**src/rtl/jacobi_seq_ctrl.sv**
```systemverilog
// rtl/jacobi_seq_ctrl.sv - sequencing controller that feeds, runs and drains a Jacobi solver
//
// Purpose: on start, latches the solve configuration, pulses the solver's go,
// streams N B values then N*N A values (row-major) into the solver, one load
// every other cycle at most, waits for the solver's ready, and then emits the
// N solution values as a result stream. The controller also reports done, fail
// and err, and the cycle count from go to solver ready.
//
// Ports:
//   clk, rst                 clock, synchronous active-high reset
//   start                    one-cycle solve request (sampled only in IDLE)
//   cfg_n/cfg_max_iter/cfg_thresh   configuration, latched on accepted start
//   s_data/s_valid/s_ready   coefficient input stream (B values, then A values)
//   j_go/j_load_B/j_load_A   solver control pulses
//   j_B_next/j_A_next        solver load data (s_data while loading, else held)
//   j_N/j_max_iter/j_threshold      latched configuration toward the solver
//   j_drdy/j_dout/j_fail     solver results
//   r_data/r_valid/r_last    result stream, no backpressure
//   busy/done/fail/err/latency      status
module jacobi_seq_ctrl #(
   parameter int MAX_N = 100
) (
   input  logic               clk,
   input  logic               rst,
   input  logic               start,
   input  logic [7:0]         cfg_n,
   input  logic [15:0]        cfg_max_iter,
   input  logic [26:0]        cfg_thresh,
   input  logic signed [26:0] s_data,
   input  logic               s_valid,
   output logic               s_ready,
   output logic               j_go,
   output logic               j_load_A,
   output logic               j_load_B,
   output logic signed [26:0] j_A_next,
   output logic signed [26:0] j_B_next,
   output logic [7:0]         j_N,
   output logic [15:0]        j_max_iter,
   output logic [26:0]        j_threshold,
   input  logic               j_drdy,
   input  logic signed [26:0] j_dout,
   input  logic               j_fail,
   output logic signed [26:0] r_data,
   output logic               r_valid,
   output logic               r_last,
   output logic               busy,
   output logic               done,
   output logic               fail,
   output logic               err,
   output logic [31:0]        latency
);

   typedef enum logic [2:0] {
      S_IDLE, S_GO, S_LOAD_B, S_LOAD_A, S_WAIT, S_COLLECT, S_FIN
   } state_t;

   state_t             state_q, state_d;
   logic               gap_q, gap_d;      // 1 = mandatory idle cycle after an accept
   logic [15:0]        cnt_q, cnt_d;      // elements loaded / results emitted
   logic [7:0]         n_q;
   logic [15:0]        max_iter_q;
   logic [26:0]        thresh_q;
   logic signed [26:0] a_hold_q, b_hold_q, r_data_q;
   logic               fail_q, err_q;
   logic [31:0]        lat_q;

   logic [15:0]        nn;
   logic [15:0]        n_last;
   logic               cfg_bad;
   logic               latch_cfg, capture, set_fail, count_lat;

   assign nn      = 16'(n_q) * 16'(n_q);
   assign n_last  = 16'(n_q) - 16'd1;
   assign cfg_bad = (cfg_n == 8'd0) || (int'(cfg_n) > MAX_N);

   always_comb begin
      state_d   = state_q;
      gap_d     = gap_q;
      cnt_d     = cnt_q;
      s_ready   = 1'b0;
      j_go      = 1'b0;
      j_load_A  = 1'b0;
      j_load_B  = 1'b0;
      r_valid   = 1'b0;
      r_last    = 1'b0;
      done      = 1'b0;
      latch_cfg = 1'b0;
      capture   = 1'b0;
      set_fail  = 1'b0;
      count_lat = 1'b0;
      case (state_q)
         S_IDLE: begin
            if (start) begin
               latch_cfg = 1'b1;
               state_d   = cfg_bad ? S_FIN : S_GO;
            end
         end
         S_GO: begin
            j_go      = 1'b1;
            count_lat = 1'b1;
            gap_d     = 1'b0;
            cnt_d     = 16'd0;
            state_d   = S_LOAD_B;
         end
         S_LOAD_B: begin
            count_lat = 1'b1;
            if (gap_q) begin
               gap_d = 1'b0;
            end else begin
               s_ready = 1'b1;
               if (s_valid) begin
                  j_load_B = 1'b1;
                  gap_d    = 1'b1;
                  // The gap flag survives the move to LOAD_A, so its first cycle is idle.
                  if (cnt_q == n_last) begin
                     cnt_d   = 16'd0;
                     state_d = S_LOAD_A;
                  end else begin
                     cnt_d = cnt_q + 16'd1;
                  end
               end
            end
         end
         S_LOAD_A: begin
            count_lat = 1'b1;
            if (gap_q) begin
               gap_d = 1'b0;
            end else begin
               s_ready = 1'b1;
               if (s_valid) begin
                  j_load_A = 1'b1;
                  gap_d    = 1'b1;
                  if (cnt_q == nn - 16'd1) begin
                     cnt_d   = 16'd0;
                     state_d = S_WAIT;
                  end else begin
                     cnt_d = cnt_q + 16'd1;
                  end
               end
            end
         end
         S_WAIT: begin
            // The drdy cycle itself is still counted; WAIT is left on that edge.
            count_lat = 1'b1;
            if (j_drdy) begin
               if (j_fail) begin
                  set_fail = 1'b1;
                  state_d  = S_FIN;
               end else begin
                  capture = 1'b1;
                  cnt_d   = 16'd0;
                  state_d = S_COLLECT;
               end
            end
         end
         S_COLLECT: begin
            r_valid = 1'b1;
            if (cnt_q == n_last) begin
               r_last  = 1'b1;
               state_d = S_FIN;
            end else begin
               // Keep r_data stable after the last element by not capturing then.
               capture = 1'b1;
               cnt_d   = cnt_q + 16'd1;
            end
         end
         S_FIN: begin
            done    = 1'b1;
            state_d = S_IDLE;
         end
         default: state_d = S_IDLE;
      endcase
   end

   always_ff @(posedge clk) begin
      if (rst) begin
         state_q    <= S_IDLE;
         gap_q      <= 1'b0;
         cnt_q      <= 16'd0;
         n_q        <= 8'd0;
         max_iter_q <= 16'd0;
         thresh_q   <= 27'd0;
         a_hold_q   <= '0;
         b_hold_q   <= '0;
         r_data_q   <= '0;
         fail_q     <= 1'b0;
         err_q      <= 1'b0;
         lat_q      <= 32'd0;
      end else begin
         state_q <= state_d;
         gap_q   <= gap_d;
         cnt_q   <= cnt_d;
         if (latch_cfg) begin
            n_q        <= cfg_n;
            max_iter_q <= cfg_max_iter;
            thresh_q   <= cfg_thresh;
            fail_q     <= 1'b0;
            err_q      <= cfg_bad;
            lat_q      <= 32'd0;
         end
         if (j_load_B) b_hold_q <= s_data;
         if (j_load_A) a_hold_q <= s_data;
         if (capture)  r_data_q <= j_dout;
         if (set_fail) fail_q   <= 1'b1;
         if (count_lat && (lat_q != 32'hFFFF_FFFF)) lat_q <= lat_q + 32'd1;
      end
   end

   assign j_B_next    = j_load_B ? s_data : b_hold_q;
   assign j_A_next    = j_load_A ? s_data : a_hold_q;
   assign j_N         = n_q;
   assign j_max_iter  = max_iter_q;
   assign j_threshold = thresh_q;
   assign r_data      = r_data_q;
   assign busy        = (state_q != S_IDLE);
   assign fail        = fail_q;
   assign err         = err_q;
   assign latency     = lat_q;

endmodule

```
**config.mk**
```make
export PLATFORM = sky130hd
export DESIGN_NAME = jacobi_seq_ctrl
export DESIGN_NICKNAME = d
export VERILOG_FILES = /design/src/rtl/jacobi_seq_ctrl.sv
export SDC_FILE = /design/constraint.sdc
export NUM_CORES = 1
export LEC_CHECK = 0
export ABC_CLOCK_PERIOD_IN_PS = 6400
export CORE_UTILIZATION = 49
export DETAILED_ROUTE_END_ITERATION = 16
export GPL_TIMING_DRIVEN = 0
export PLACE_DENSITY = 0.88
export SYNTH_ARGS = -nofsm -noshare
export SYNTH_HDL_FRONTEND = slang
export SYNTH_SLANG_ARGS = --single-unit
```
**constraint.sdc**
```tcl
create_clock -name clk -period 6.4 [get_ports clk]
set_input_delay 0.64 -clock clk [delete_from_list [all_inputs] [get_ports clk]]
set_output_delay 0.64 -clock clk [all_outputs]
set_load 0.01 [all_outputs]
```
==> results.toml <==
[cells_and_area]
final_cell_mix = "clkdlybuf4s50_1, dfxtp_1, nand2_1"
diodes = 0
nets = 1657
drive_above_1_share_pct = 8.29
syn_to_final_growth_pct = 36.6
final_area_um2 = 14000
layout_commonest_cell = "clkdlybuf4s50_1"
fin_cells = 1765

[worst_hold_path]
hp-class = "reg2reg"

[sta]
setup_viol = 0
worstMarginPinSlew_ns = 0.793
grt_setup_unrepaired = "false"
slew_headroom_pct = 46.9
timing.hold.ws_ns = 0.454
report.final.slew_viol_count = 0
clock.fmax_ghz = 0.166
clock_skew_ns = 0.0121
period_needed_ns = 6.03
hold_viol = 0
setup_ws_ns = 0.370
min_period_over_period_pct = 94.2

[clock_tree]
cts_tree = "built"
h-tree-depth = 4
clk_latency_ns = 0.44
path_clk_slew_ns = 0.07
ctsRootBufferMaster = "clkbuf_16"
clockBufferDepth = 2
numCtsBuffers = 17
clock-sinks = 186
cts_setup_buffers = 0

[critical_path]
regToRegSetupSlack_ns = 0.37
start_kind = "flip-flop"
crit_type = "reg2reg"
worst_ep_arrival_time_ns = 6.36
end_kind = "flip-flop"
cp_max_fo = 10
cp.required_ns = 6.73

[pwr]
cellLeakagePower_nw = 5.69
ir_drop_uv = 194
finalPower_mw = 4.75
powerDensity_nw_per_um2 = 339

[die]
io_pins = 285
fp.dieArea_um2 = 21500
die_w_um = 147
core_area_um2 = 20400
start_util_pct = 50.4
num_rows = 52
die_h_um = 147

[synthesis]
syn_inst = 1180
syn-num-nets = 1355
ys_ff_latch = 186
avgSynthCellArea_um2 = 8.69
synth_warnings = 0
synthesis.area_um2 = 10300
ys_seq_area_share_pct = 36.3
synth-edff-count = 0
synth_ff_type = "dfxtp_1"
async_flop_share_pct = 0
synth_cell_types = 72

[detailed_routing]
finalWirelength_um = 30400
via_per_inst = 5.49
dr_total_vias = 9696
antenna_left = 0
drt-pass1-iter-count = 5
drcViolationCount = 0
drt_iter0_drc = 525
drt-wirelength-per-cell_um = 17.2

[global_routing]
grt_start_max_net_pins = 18
grt_antenna_before_repair = 0
grt_pass1_wl_um = 48300
grt_pass1_vias = 9520
gr-total-overflow = 0
grt_use_total_pct = 28.1

[run]
maxCapViolCount = 0

[placed_design]
io_buffer_count = 283
place_area_um2 = 13400
dp.cells = 1733
hpwl_um = 23100
post-place-ws_ns = -0.108
place_congestion = 0.937

[status]
outcome = "complete, no violations"
## through the flow
stage                     utilization (%)  setup TNS [ns]
after floorplan                         -               0
after global placement               65.9               0
after detailed placement             65.9           -1.02
after CTS                            68.8               0
after global routing                 68.8               0
final                                68.8               0
## flip-flops by register name, summed over array words and instances, names as in the netlist
signal,flops
a_hold_q,27
b_hold_q,27
cnt_q,16
err,1
fail,1
gap_q,1
j_N,8
j_max_iter,16
j_threshold,27
latency,32
r_data,27
state_q,3
## synthesized netlist by cell type (4+ instances only)
| cell type | count | area, um2 |
|---|---|---|
| buf_2 | 7 | 35.0 |
| dfxtp_1 | 186 | 3720 |
| a21o_1 | 10 | 75.1 |
| nor2b_1 | 5 | 31.3 |
| o31ai_1 | 10 | 75.1 |
| o21ai_1 | 4 | 20.0 |
| nand2_1 | 172 | 646 |
| ha_1 | 35 | 438 |
| a21oi_1 | 81 | 405 |
| o21ai_0 | 35 | 175 |
| inv_1 | 61 | 229 |
| and4_1 | 5 | 43.8 |
| or4_1 | 6 | 45.0 |
| xnor2_1 | 30 | 263 |
| a21boi_1 | 6 | 45.0 |
| o21a_1 | 4 | 30.0 |
| mux2_2 | 57 | 642 |
| o211ai_1 | 12 | 90.1 |
| nand4_1 | 13 | 81.3 |
| nor3_1 | 15 | 75.1 |
| clkbuf_1 | 51 | 191 |
| and2_1 | 76 | 475 |
| or3_1 | 6 | 37.5 |
| o2111ai_1 | 4 | 35.0 |
| xor2_1 | 14 | 123 |
| and3_1 | 17 | 106 |
| a31oi_1 | 9 | 56.3 |
| nor2_1 | 84 | 315 |
| nand2b_1 | 4 | 25.0 |
| nor4_1 | 5 | 31.3 |
| fa_1 | 29 | 581 |
| a211oi_1 | 5 | 37.5 |
| nand3_1 | 35 | 175 |
| mux2i_1 | 34 | 340 |
## final timing paths
kind                    from         endpoint  cells after the start
max                   j_N[1]         cnt_q[5]                     19
min          j_threshold[26]  j_threshold[26]                      2
max reg2reg           j_N[1]         cnt_q[5]                     19
min reg2reg  j_threshold[26]  j_threshold[26]                      2
## critical path, cell delays in order, from the launching register on
cell and delay, ns:
dfxtp_1 0.45, clkbuf_2 0.29, inv_1 0.13, nor2_2 0.28, fa_1 0.47, inv_1 0.10
fa_1 0.44, fa_1 0.50, fa_1 0.56, inv_1 0.04, ha_1 0.39, and2_1 0.23
a221oi_4 0.41, mux2i_1 0.23, o211ai_1 0.13, nor4_2 0.43, nand2_1 0.15, a41o_1 0.31
clkbuf_1 0.22, and2_1 0.18
## per-layer routing
metal / vias to the layer above / track usage [%] / wire [um] / share of wire (%)
li1: 4649 / - / - / -
met1: 4641 / 34.1 / 12500 / 41
met2: 348 / 49.3 / 15400 / 51
met3: 58 / 5.25 / 1780 / 5.8
met4: 0 / 10.4 / 768 / 2.5
met5: - / 0 / 0 / 0
## area by class of cell
class / count / area (um2)
fillers: 1520 / 6350
multi-input cells: 866 / 6000
flip-flops and latches: 186 / 3720
repair buffers: 283 / 2830
clock buffers: 20 / 447
well taps: 270 / 338
plain buffers: 67 / 320
inverters: 61 / 229
clock inverters: 12 / 125
## repair_timing
action,4_1_cts,5_1_grt
endpoints found under the setup margin,10,15
gates resized for setup,1,11
pin swaps,0,0
hold buffers,0,0
## logic make-up (layout without fill, tap and decap cells)
logic type	count (synthesis)	after routing	synth area share, %
multiplexers	92	92	9.73
buffers and inverters	128	443	5.30
XOR/XNOR	44	44	3.76
AO/OA/AOI/OAI	206	206	12.7
adder cells (fa/ha/maj)	64	64	9.93
flip-flops	186	186	36.3
AND/OR/NAND/NOR	460	460	22.2
## power breakdown
group | total [mW] | internal (mW) | switching, mW
registers | 1.37 | 1.28 | 0.0900
clock network | 1.04 | 0.559 | 0.484
logic | 2.34 | 1.02 | 1.32
total | 4.75 | 2.86 | 1.89
No activity file was read; power rests on OpenSTA's default activity.
